### src/rtl/hazard_sequencer.sv
// Hazard detection and pipeline hold/flush control for the 5-stage MIPS core.
// Optional stall-cycle performance counter enabled by defining HAZARD_PERF_EN.
module hazard_sequencer #(
  parameter int unsigned MULDIV_LAT = 32
) (
  input  logic        clock,
  input  logic        reset_n,
  input  logic [4:0]  id_rs,
  input  logic [4:0]  id_rt,
  input  logic        id_uses_rt,
  input  logic        id_hilo_rd,
  input  logic        id_muldiv,
  input  logic        ex_mem_read,
  input  logic [4:0]  ex_rt,
  input  logic        ex_branch_taken,
  input  logic        ex_muldiv_start,
  input  logic        imem_ready,
  output logic        pc_en,
  output logic        ifid_en,
  output logic        ifid_flush,
  output logic        idex_flush,
  output logic        muldiv_busy,
  output logic [31:0] stall_count
);

  localparam int unsigned CNT_W = $clog2(MULDIV_LAT + 1);
  localparam logic [CNT_W-1:0] CntLoad = CNT_W'(MULDIV_LAT - 1);
  localparam logic [CNT_W-1:0] CntOne  = CNT_W'(1);

  typedef enum logic {StIdle, StBusy} state_e;

  state_e           state;
  logic [CNT_W-1:0] cnt;
  logic             busy_r;

  // Busy tracker: a start loads LAT-1 remaining cycles, a start while busy restarts.
  always_ff @(posedge clock or negedge reset_n) begin
    if (!reset_n) begin
      state  <= StIdle;
      cnt    <= '0;
      busy_r <= 1'b0;
    end else begin
      unique case (state)
        StIdle: begin
          if (ex_muldiv_start) begin
            state  <= StBusy;
            cnt    <= CntLoad;
            busy_r <= 1'b1;
          end
        end
        StBusy: begin
          if (ex_muldiv_start) begin
            cnt <= CntLoad;
          end else if (cnt == CntOne) begin
            state  <= StIdle;
            cnt    <= '0;
            busy_r <= 1'b0;
          end else begin
            cnt <= cnt - CntOne;
          end
        end
        default: begin
          state  <= StIdle;
          cnt    <= '0;
          busy_r <= 1'b0;
        end
      endcase
    end
  end

  assign muldiv_busy = busy_r;

  logic hz_lu;
  logic hz_md;
  logic hz_im;

  // A load targeting $zero never produces a value, so it cannot create a dependency.
  assign hz_lu = ex_mem_read && (ex_rt != 5'd0) &&
                 ((ex_rt == id_rs) || (id_uses_rt && (ex_rt == id_rt)));
  assign hz_md = busy_r && (id_hilo_rd || id_muldiv);
  assign hz_im = !imem_ready;

  always_comb begin
    pc_en      = 1'b1;
    ifid_en    = 1'b1;
    ifid_flush = 1'b0;
    idex_flush = 1'b0;
    if (!reset_n) begin
      pc_en      = 1'b0;
      ifid_en    = 1'b0;
      ifid_flush = 1'b1;
      idex_flush = 1'b1;
    end else if (ex_branch_taken) begin
      // Redirect wins over every stall: both younger instructions are squashed.
      ifid_flush = 1'b1;
      idex_flush = 1'b1;
    end else if (hz_lu || hz_md) begin
      pc_en      = 1'b0;
      ifid_en    = 1'b0;
      idex_flush = 1'b1;
    end else if (hz_im) begin
      pc_en      = 1'b0;
      ifid_flush = 1'b1;
    end
  end

`ifdef HAZARD_PERF_EN
  logic [31:0] stall_cnt_r;

  always_ff @(posedge clock or negedge reset_n) begin
    if (!reset_n) begin
      stall_cnt_r <= '0;
    end else if (!pc_en && (stall_cnt_r != 32'hFFFF_FFFF)) begin
      stall_cnt_r <= stall_cnt_r + 32'd1;
    end
  end

  assign stall_count = stall_cnt_r;
`else
  assign stall_count = 32'h0;
`endif

`ifndef SYNTHESIS
  a_flush_implies_en: assert property (@(posedge clock) disable iff (!reset_n)
    ifid_flush |-> ifid_en);
  a_busy_has_count: assert property (@(posedge clock) disable iff (!reset_n)
    muldiv_busy |-> (cnt != '0));
  a_idle_not_busy: assert property (@(posedge clock) disable iff (!reset_n)
    (state == StIdle) |-> !muldiv_busy);
`endif

endmodule

### config.mk
export PLATFORM = sky130hd
export DESIGN_NAME = hazard_sequencer
export DESIGN_NICKNAME = d
export VERILOG_FILES = /design/src/rtl/hazard_sequencer.sv
export SDC_FILE = /design/constraint.sdc
export NUM_CORES = 1
export LEC_CHECK = 0
export BUFFER_PORTS_ARGS = -buffer_cell sky130_fd_sc_hd__buf_4
export CAP_MARGIN = 20
export CELL_PAD_IN_SITES_DETAIL_PLACEMENT = 1
export CELL_PAD_IN_SITES_GLOBAL_PLACEMENT = 2
export CORE_MARGIN = 1.5
export CORE_UTILIZATION = 21
export CTS_BUF_LIST = sky130_fd_sc_hd__clkbuf_4 sky130_fd_sc_hd__clkbuf_8
export DETAILED_ROUTE_END_ITERATION = 16
export PLACE_DENSITY = 0.86
export RECOVER_POWER = 25
export SLEW_MARGIN = 20
export SYNTH_ARGS = -nofsm -noshare
export SYNTH_HDL_FRONTEND = slang
export SYNTH_SLANG_ARGS = --single-unit
### constraint.sdc
create_clock -name clock -period 1.45 [get_ports clock]
set_input_delay 0.145 -clock clock [delete_from_list [all_inputs] [get_ports clock]]
set_output_delay 0.145 -clock clock [all_outputs]
set_load 0.01 [all_outputs]
Word-level counts from Yosys, hierarchy flattened

Index checks and enable logic that the tools add are counted.

Register bits after elaboration: 8
Input port bits: 24
Output and inout bits: 37
Word-level logic and storage cells: 46

Multiplexer cells: 26
Add/sub/neg operators: 1
Eq/ne operators: 6
Reductions and logical operators: 9
Bitwise logic cells: 1

Operator list:

| cell                  | number |
|---|---|
| $mux W1               | 20 |
| $mux W6               | 3 |
| $pmux W6 S2           | 1 |
| $eq A5 B5 Y1          | 2 |
| $eq A6 B1 Y1 const B  | 1 |
| $sub A6 B1 Y6 const B | 1 |
| $reduce_bool A5 Y1    | 1 |
| $logic_and A1 B1 Y1   | 4 |
| $ne A2 B2 Y1 const B  | 2 |
| $pmux W1 S2           | 2 |
| $logic_or A1 B1 Y1    | 3 |
| $reduce_and A3 Y1     | 1 |
| $ne A2 B1 Y1 const B  | 1 |
| $not A1 Y1            | 1 |

Longest topological paths before layout

Gate-level depths: netlist of the first run.

Word-level depth: 8
Depth in mapped cells: 5
Depth with buffers taken out: 5

Least setup slack after synthesis of the first run

Ideal clock, no wire load.

Kind: register -> register
From: reg cnt[0]
To: reg busy_r (netlist: muldiv_busy)
Clock period less this slack: 1.180 ns
Setup slack: 0.270 ns
Stages on the path, launching flop included: 5
Buffers on the path: 0
Arrival time: 1.101 ns
Required time: 1.371 ns
Path through: dfrtp_1 > ha_1 > a31o_2 > a21oi_1 > a2bb2oi_1

Cells in the longest elaborated chain, start to end: 3

RTL lines:

| element                            | line | source |
|---|---|---|
| start: declaration                 | 33   | `logic [CNT_W-1:0] cnt;` |
| start signal: assignment           | 47   | `cnt <= CntLoad;` |
| start signal: assignment           | 53   | `cnt <= CntLoad;` |
| start signal: assignment           | 59   | `cnt <= cnt - CntOne;` |
| $eq A6 B1 Y1                       | 54   | `end else if (cnt == CntOne) begin` |
| $ne A2 B1 Y1 (no source line)      | --   |  |
| $reduce_and A3 Y1 (no source line) | --   |  |
| end signal: assignment             | 48   | `busy_r <= 1'b1;` |
| end signal: assignment             | 57   | `busy_r <= 1'b0;` |
| end signal: assignment             | 65   | `busy_r <= 1'b0;` |
| end: declaration                   | 34   | `logic busy_r;` |

Every way passes these cells.
A chain may end at the register's enable or synchronous reset.

Final worst setup path of the first run

From: reg busy_r (netlist: muldiv_busy)
To: out pc_en

Cells in the longest elaborated chain, start to end: 5

RTL lines:

| element                  | line | source |
|---|---|---|
| start signal: assignment | 41   | `busy_r <= 1'b0;` |
| start signal: assignment | 48   |  |
| start signal: assignment | 57   |  |
| $logic_and A1 B1 Y1      | 80   | `assign hz_md = busy_r && (id_hilo_rd \|\| id_muldiv);` |
| $logic_or A1 B1 Y1       | 97   | `end else if (hz_lu \|\| hz_md) begin` |
| $mux W1                  | 97   |  |
| $mux W1                  | 93   | `end else if (ex_branch_taken) begin` |
| $mux W1                  | 88   | `if (!reset_n) begin` |
| end: declaration         | 18   | `output logic pc_en,` |

Every way passes these cells.

==> summary.txt, run 1 <==
Maximum VDD drop - 208.6 uV
Worst r2r path cells - 3
Status - finished, final reports clean
Initial Util - 21.71%
R2r endpoint - cnt[3]$_DFFE_PN0P_
CP Capture Type - primary output
Mapped cell area - 862.1 um^2
Syn_area_per_cell - 7.909 um^2
Logic pwr share - 28.5%
Placed cells - 186
Leakage power - 0.5180 nW
Flop and latch count out of synthesis - 8
CP max FO - 4
WL final - 1807 um
Netlist cell types - 25
Hold slack - 150.0 ps
Worst skew pair latency - 230 ps
Final #Nets - 168
WL/cell - 9.511 um
Setup TNS - 0 ps
WP buf/inv - 1
CP Depth - 5
Final HPWL DP - 1491 um
Crit path largest cell delay - 390 ps
Ys Warns - 0
Setup Fix Bufs, Post-CTS - 0
# rows - 23
Post-synthesis sequential area ratio - 23.22%
Post-synth EDFFs - 0
CTS tree - yes
Vias in the first global route - 644
Setup violators final - 0
Total CTS buffers - 3
Residual DRC - 0
Antenna violations before repair - 0
Critical path, cell by cell - o21ai_2 > nand3_1 > nand2b_4 > o211ai_1 > buf_4
Die width - 67.07 um
N_diodes - 0
Max-cap viol count - 0
CP max-delay cell - dfrtp_1
DR pass1 iterations - 4
First-pass GRT wire length - 2766 um
Detail-routed via count per cell - 3.879
Synthesis-to-finish area growth - 24.09%
Crit path required time - 1310 ps
Peak Freq - 742.3 MHz
Routed vias - 737
Pint - 503.4 uW
Vert. Die Dim - 67.07 um
Layout cells sized above 1 - 25.71%
Critical path arrival - 1200 ps
Final Core Density - 26.94%
Total power draw - 699.9 uW
CP startpoint kind - flip-flop
Finished Layout Cells - 190
Sw Ratio - 28.07%
DR iter-0 viols - 17
CTS root buf - clkbuf_8
Max-slew violation count - 0
R2r setup slk - 150 ps
CTS Sinks - 8
Synth Instances - 109
Asr flop ratio synth - 100.0%
Skew final - 4.033 ps
Crit share post-route - 92.90%
Total GRT Usage - 8.289%
NetSw - 196.4 uW
Die area - 4498 um^2
Delay-heaviest family, CP - flip-flops
Max Buffers Root-to-Sink - 2
Largest net degree at the start of global routing - 9
Final min period - 1347 ps
Share of power burned in registers - 34.1%
IO Port Bufs - 28
Core area - 3971 um^2
P per Cell Area - 654.2 nW/um^2
Kind of critical path - flip-flop to primary output
Io pins - 61
Fillcell total - 503
Setup crit end - pc_en
Most used flip-flop cell after synthesis - dfrtp_1
Fin. Hold Viols - 0
Max H-tree Level - 1
Antenna-violating nets left - 0
Reg2reg start - cnt[2]$_DFFE_PN0P_
Total grt overflow - 0
Gpl congestion - 0.8015
CP startpoint - muldiv_busy$_DFFE_PN0P_
Clock-pin slew on the worst setup and hold paths - 40 ps
RSZ-0062 raised after global routing - false
Min-delay worst type - input port to flip-flop
Clock share of power - 37.4%
## layout by cell type, fill, tap and decap left out, types with 2 or more instances in the layout
master,synthesis,final
ha_1,2,2
nor2_1,8,8
nor3_1,2,2
inv_1,7,7
a21oi_1,5,5
dfrtp_1,8,8
nand4_1,2,2
a211o_1,2,2
clkbuf_8,0,3
nand2_1,11,11
xnor2_1,11,11
buf_4,32,27
nand3_1,2,2
conb_1,1,32
o21ai_0,4,3
## repair_timing
item,in CTS,in global routing
gates resized for setup,2,1
endpoints found under the hold margin,8,0
cloned,0,0
endpoints found under the setup margin,2,2
hold buffers,1,0
pin swaps,0,3
## cells by family (layout without fill, tap and decap cells)
family	Yosys count	count (layout)	share of synthesized area (%)
fa+ha+maj	2	2	2.902
buf+inv	39	39	30.91
flops	8	8	23.22
xor+xnor	11	11	11.18
simple gates	28	28	14.37
compound gates	20	20	16.98
other cells	1	32	0.4350
## synthesized netlist by cell type, drive strengths merged (4+ instances only)
cell	instances	area, um^2
dfrtp	8	200.2
buf	32	240.2
inv	7	26.28
a21oi	5	25.02
xnor2	11	96.34
nor2	8	30.03
o21ai	4	20.02
nand2	11	41.29
## cell type report
type	instances	area, um^2	share of cell area [%]
multi-input combinational	93	523.0	48.89
clock buffer	3	41.29	3.860
timing repair buffer	29	216.5	20.23
inverter	7	26.28	2.456
tap	50	62.56	5.848
sequential	8	200.2	18.71
## power groups by stage
stage / Combinational [mW] / Clock (mW) / Sequential, mW
final: 0.199 / 0.262 / 0.239
after global routing: 0.224 / 0.288 / 0.240
after CTS: 0.199 / 0.274 / 0.239
after detailed placement: 0.195 / 0 / 0.242
after global placement: 0.194 / 0 / 0.242
after floorplan: 0.173 / 0 / 0.240
## per-stage QoR
step                      setup WS [ps]  instance area, um^2
final                             102.9                 1070
after global routing              13.55                 1070
after CTS                         50.29                 1066
after detailed placement          131.1                 1011
after global placement            113.3                 1011
after floorplan                   269.7                978.4
## layer usage
layer  GRT usage (%)  up-vias  part of all wire, %
met4           2.296        0                  1.1
met5               0        -                    0
met2           13.74       46                   43
met3           4.730        5                   16
met1           8.952      328                   40
li1                -      358                    -
## state kept, by name, indices dropped and copies added (netlist names)
| register | flops |
|---|---|
| cnt | 6 |
| muldiv_busy | 1 |
| state | 1 |
## how the worst min path moves through the flow
stage | start | endpoint | depth (start not counted)
floorplan | reset_n | cnt[0]$_DFFE_PN0P_ | 0
global placement | reset_n | cnt[5]$_DFFE_PN0P_ | 1
detailed placement | reset_n | cnt[5]$_DFFE_PN0P_ | 1
CTS | ex_muldiv_start | cnt[4]$_DFFE_PN0P_ | 2
global route | ex_muldiv_start | cnt[4]$_DFFE_PN0P_ | 2
finish | ex_muldiv_start | cnt[4]$_DFFE_PN0P_ | 2
Power figures use the tool's default switching activity.
==> inputs of run 2 (changes only) <==
PLACE_DENSITY = not set   (was 0.86)
PLACE_DENSITY_LB_ADDON = 0.3   (was not set)
SLEW_MARGIN = not set   (was 20)
==> run 2 against run 1 <==
Compared with the run above: cell area rose by 2.6%; sequential share of layout area is 0.47 points lower; global-route usage grew 0.57 points; combinational power barely moved; core utilization rose by 0.69 points; clock skew decreased by 2.9 ps; worst setup slack got worse by 77 ps; sequential power hardly changed; first-iteration DRC count is 47% higher; final cell count increased by 1.6%; largest cell class unchanged.
==> summary.txt, run 2 (synthesis gave the netlist of run 1 again) <==
Placed cells - 188 (+1.1%)
Gpl congestion - 0.7012 (-13%)
Delay-heaviest family, CP - flip-flops
Antenna violations before repair - 0 (unchanged)
Fin. Hold Viols - 0 (unchanged)
Crit path largest cell delay - 380 ps (about the same)
Total grt overflow - 0 (unchanged)
CP Depth - 5 (unchanged)
First-pass GRT wire length - 3077 um (+11%)
Total power draw - 714.7 uW (+2.1%)
Commonest non-fill, non-tap cell in the layout - conb_1
Crit share post-route - 98.21% (+5.3 points)
Sw Ratio - 29.30% (+1.2 points)
Clock share of power - 38.2% (+0.8 points)
# rows - 23 (unchanged)
Met2 usage - 15.47% (+1.7 points)
Io pins - 61 (unchanged)
Hold slack - 140.2 ps (-9.867 ps)
Largest net degree at the start of global routing - 9 (unchanged)
Total CTS buffers - 3 (unchanged)
Max-cap viol count - 0 (unchanged)
Most flops, register - cnt
CP Capture Type - primary output
Pint - 505.3 uW (+0.37%)
CP max FO - 3 (-1)
WL/cell - 10.48 um (+10%)
CTS Sinks - 8 (unchanged)
P per Cell Area - 651.3 nW/um^2 (-0.45%)
Critical path arrival - 1280 ps (+80 ps)
Maximum VDD drop - 367.7 uV (+76%)
Final Core Density - 27.63% (+0.69 points)
CP startpoint kind - flip-flop
Worst hold stages - 2 (unchanged)
Max Buffers Root-to-Sink - 2 (unchanged)
Min-delay worst type - input port to flip-flop
Crit path required time - 1310 ps (about the same)
Clock-pin slew on the worst setup and hold paths - 40 ps (about the same)
Detail-routed via count per cell - 3.803 (-2.0%)
Place WS - 166.7 ps (+35.60 ps)
Max H-tree Level - 1 (unchanged)
Total GRT Usage - 8.855% (+0.57 points)
Finished Layout Cells - 193 (+1.6%)
Peak Freq - 702.3 MHz (-5.4%)
WP buf/inv - 3 (+2)
Final min period - 1424 ps (+76.89 ps)
WL final - 2022 um (+12%)
Final #Nets - 171 (+1.8%)
Core area - 3971 um^2 (unchanged)
Status - finished, final reports clean
Antenna-violating nets left - 0 (unchanged)
Critical path, cell by cell - o21ai_1 > buf_4 > inv_1 > a311o_1 > buf_6
Worst skew pair latency - 230 ps (about the same)
Most frequent cells in the layout - conb_1, buf_4, nand2_1, xnor2_1
Kind of critical path - flip-flop to primary output
Initial Util - 21.71% (unchanged)
NetSw - 209.4 uW (+6.6%)
DR iter-0 viols - 25 (+8)
DR pass1 iterations - 2 (-2)
Final HPWL DP - 1681 um (+13%)
Met1 Resource Use GR - 10.18% (+1.2 points)
Final worst slack - 26.02 ps (-76.89 ps)
Share of power burned in registers - 33.5% (-0.6 points)
GR Layer Usage met3 - 3.547% (-1.2 points)
Synthesis-to-finish area growth - 27.29%
Routed vias - 734 (-0.41%)
CTS tree - yes
Leakage power - 0.5347 nW (+3.2%)
CTS root buf - clkbuf_8
Layout cells sized above 1 - 27.27% (+1.6 points)
Max reg flops - 6 (unchanged)
Setup violators final - 0 (unchanged)
Worst r2r path cells - 5 (+2)
Logic pwr share - 28.3% (-0.2 points)
Die area - 4498 um^2 (unchanged)
IO Port Bufs - 28 (unchanged)
Die width - 67.07 um (unchanged)
Vert. Die Dim - 67.07 um (unchanged)
Skew final - 1.123 ps (-2.910 ps)
Residual DRC - 0 (unchanged)
RSZ-0062 raised after global routing - true
GRT busiest layer - met2
N_diodes - 0 (unchanged)
CP max-delay cell - dfrtp_1
Vias in the first global route - 690 (+7.1%)
Max-slew violation count - 0 (unchanged)
==> run 2: changes by cell type in the layout (fill, tap and decap cells not counted), sizes merged <==
cell and delta:
buf +3
==> run 2: routing by layer <==
metal,wire length (um),up-vias,share of wire (%)
li1,-,365,-
met2,913,41,45
met5,0,-,0
met1,825,326,41
met3,269,2,13
met4,13,0,0.64
==> run 2: final cells by class <==
class	count	area, um^2
Fill cell	505	2874
Multi-Input combinational cell	93	524.3
Timing Repair Buffer	32	242.7
Sequential cell	8	200.2
Tap cell	50	62.56
Clock buffer	3	41.29
Inverter	7	26.28
==> run 2: worst paths after layout <==
path | endpoint | start | slack [ps]
min | cnt[4]$_DFFE_PN0P_ | ex_muldiv_start | 140
max reg2reg | cnt[3]$_DFFE_PN0P_ | cnt[1]$_DFFE_PN0P_ | 150
min reg2reg | cnt[1]$_DFFE_PN0P_ | cnt[1]$_DFFE_PN0P_ | 550
min in group asynchronous | cnt[2]$_DFFE_PN0P_ | reset_n | 530
max | idex_flush | muldiv_busy$_DFFE_PN0P_ | 30
max in group asynchronous | cnt[1]$_DFFE_PN0P_ | reset_n | 650
==> run 2: what timing repair did <==
| item | CTS | global route |
|---|---|---|
| endpoints found under the setup margin | 2 | 4 |
| buffers inserted | 1 | 0 |
| hold endpoints to repair | 8 | 0 |
| hold buffers | 1 | 0 |
| pin swaps | 1 | 2 |
| gates resized for setup | 4 | 1 |
==> run 2: per-stage QoR <==
stage | area [um^2] | TNS [ps]
after floorplan | 978.4 | 0
after global placement | 1026 | 0
after detailed placement | 1026 | 0
after CTS | 1101 | 0
after global routing | 1097 | -89.44
final | 1097 | 0
==> run 2: power groups by stage <==
stage	sequential (mW)	combinational, mW	clock (mW)
detailed placement	0.242	0.197	0
global route	0.240	0.228	0.297
CTS	0.239	0.205	0.282
global placement	0.242	0.196	0
finish	0.239	0.202	0.273
floorplan	0.240	0.173	0
==> inputs of run 3 (changes only) <==
CORE_UTILIZATION = 23   (was 21)
clock period = 1.65 ns   (was 1.45 ns; I/O delays follow)
==> run 3 against run 2 <==
Compared with the run above: sequential share of layout area increased by 0.58 points; critical path depth unchanged; die area decreased by 8.3%; sequential power decreased by 13%; core utilization increased by 1.6 points; critical path type is now input port to primary output; critical endpoint unchanged; non-clock buffer count decreased by 3; largest cell class unchanged.
==> summary.txt, run 3 (synthesis gave the netlist of run 1 again) <==
Antenna-violating nets left - 0 (unchanged)
Die width - 64.22 um (-4.2%)
Residual DRC - 0 (unchanged)
Max-cap viol count - 0 (unchanged)
Gpl congestion - 0.7472 (+6.6%)
CP max FO - 12 (+9)
Routed vias - 737 (+0.41%)
Crit path largest cell delay - 540 ps (+160 ps)
Max Buffers Root-to-Sink - 2 (unchanged)
Crit path required time - 1480 ps (+170 ps)
DR pass1 iterations - 4 (+2)
Critical path, cell by cell - dlygate4sd3_1 > buf_6 > nand2b_1 > a311o_1 > buf_4
# rows - 22 (-4.3%)
Final worst slack - 72.31 ps (+46.30 ps)
WP buf/inv - 3 (unchanged)
Seq. cell area - 200.2 um^2 (unchanged)
CTS tree - yes
Finished Layout Cells - 188 (-2.6%)
Die area - 4124 um^2 (-8.3%)
RSZ-0062 raised after global routing - false
CTS root buf - clkbuf_8
CP startpoint kind - input port
Initial Util - 23.73% (+2.0 points)
Setup Fix Bufs, Post-CTS - 0 (-1)
Total grt overflow - 0 (unchanged)
Antenna violations before repair - 0 (unchanged)
Setup violators final - 0 (unchanged)
Total power draw - 630.1 uW (-12%)
Delay-heaviest family, CP - buffers and inverters
Clock-pin slew on the worst setup and hold paths - 40 ps (about the same)
Vert. Die Dim - 64.22 um (-4.2%)
Layout cells sized above 1 - 25.00% (-2.3 points)
Largest net degree at the start of global routing - 13 (+4)
Max reg flops - 6 (unchanged)
Fillcell total - 483 (-4.4%)
R2r setup slk - 330 ps (+180 ps)
Crit share post-route - 95.62%
Area of the multi-input gates - 511.7 um^2 (-2.4%)
Vias in the first global route - 682 (-1.2%)
Status - finished, final reports clean
N_diodes - 0 (unchanged)
Max-slew violation count - 0 (unchanged)
P per Cell Area - 592.5 nW/um^2 (-9.0%)
Critical path arrival - 1410 ps (+130 ps)
First-pass GRT wire length - 3167 um (+2.9%)
HP Start - ex_muldiv_start
Place WS - 281.7 ps (+115.0 ps)
Setup TNS - 0 ps (unchanged)
Worst hold stages - 2 (unchanged)
CP Capture Type - primary output
DR iter-0 viols - 6 (-76%)
Total GRT Usage - 9.787% (+0.93 points)
Fin. Hold Viols - 0 (unchanged)
Final #Nets - 168 (-1.8%)
WL final - 2004 um (-0.89%)
Worst skew pair latency - 240 ps (about the same)
Final HPWL DP - 1645 um (-2.1%)
Io pins - 61 (unchanged)
Most frequent cells in the layout - conb_1, buf_4, nand2_1, xnor2_1
CP max-delay cell - dlygate4sd3_1
Commonest non-fill, non-tap cell in the layout - conb_1
WL/cell - 10.66 um (+1.7%)
IO Port Bufs - 28 (unchanged)
Leakage power - 0.5156 nW (-3.6%)
Maximum VDD drop - 152.9 uV (-58%)
Placed cells - 184 (-2.1%)
Kind of critical path - input port to primary output
Hold Path End - cnt[4]$_DFFE_PN0P_
Worst r2r path cells - 4 (-1)
Final Core Density - 29.27% (+1.6 points)
Peak Freq - 633.8 MHz
Skew final - 4.730 ps (+3.606 ps)
Total CTS buffers - 3 (unchanged)
Reg2reg start - cnt[3]$_DFFE_PN0P_
Core area - 3633 um^2 (-8.5%)
Synthesis-to-finish area growth - 23.37%
Min-delay worst type - input port to flip-flop
R2r endpoint - cnt[3]$_DFFE_PN0P_
CTS Sinks - 8 (unchanged)
Most flops, register - cnt
Final min period - 1578 ps
Detail-routed via count per cell - 3.920 (+3.1%)
Max H-tree Level - 1 (unchanged)
[run 3: changes by cell type in the layout (fill, tap and decap cells not counted), sizes merged]
cell and delta:
buf -2, clkbuf -1
[run 3: area by class of cell]
class	count	area share, %
clock buffer	3	3.882
timing repair buffer	29	21.06
inverter	7	2.471
multi-input combinational	93	48.12
sequential	8	18.82
tap	48	5.647
[run 3: metal layers]
layer	vias up	global-route usage [%]	routed length, um
met1	332	11.56	836
met2	44	16.28	929
li1	358	-	-
met4	0	4.787	23
met5	-	0	0
met3	3	2.641	214
[run 3: what timing repair did]
item | CTS | global route
setup endpoints to repair | 0 | 2
hold endpoints to repair | 8 | 0
resized for setup | 0 | 1
hold buffers | 1 | 0
[run 3: power by group]
part | total (mW) | switching (mW) | internal (mW)
Sequential | 0.209 | 0.00630 | 0.203
Clock | 0.245 | 0.0861 | 0.159
Combinational | 0.176 | 0.0942 | 0.0816
Total | 0.630 | 0.187 | 0.443
[run 3: stage by stage]
| step | hold slack [ps] | area [um^2] |
|---|---|---|
| after CTS | 163.2 | 1060 |
| after floorplan | -130.6 | 978.4 |
| after global placement | 7.039 | 1008 |
| after global routing | 183.7 | 1064 |
| after detailed placement | 9.178 | 1008 |
| final | 162.8 | 1064 |
[run 3: how the worst max path moves through the flow]
| stage | start | endpoint | slack [ps] | cells after the start |
|---|---|---|---|---|
| after floorplan | cnt[0]$_DFFE_PN0P_ | muldiv_busy$_DFFE_PN0P_ | 470 | 4 |
| after detailed placement | id_muldiv | pc_en | 280 | 6 |
| after global placement | ex_rt[4] | idex_flush | 320 | 6 |
| final | reset_n | idex_flush | 70 | 5 |
| after CTS | reset_n | idex_flush | 30 | 5 |
| after global routing | muldiv_busy$_DFFE_PN0P_ | pc_en | 0.9 | 5 |
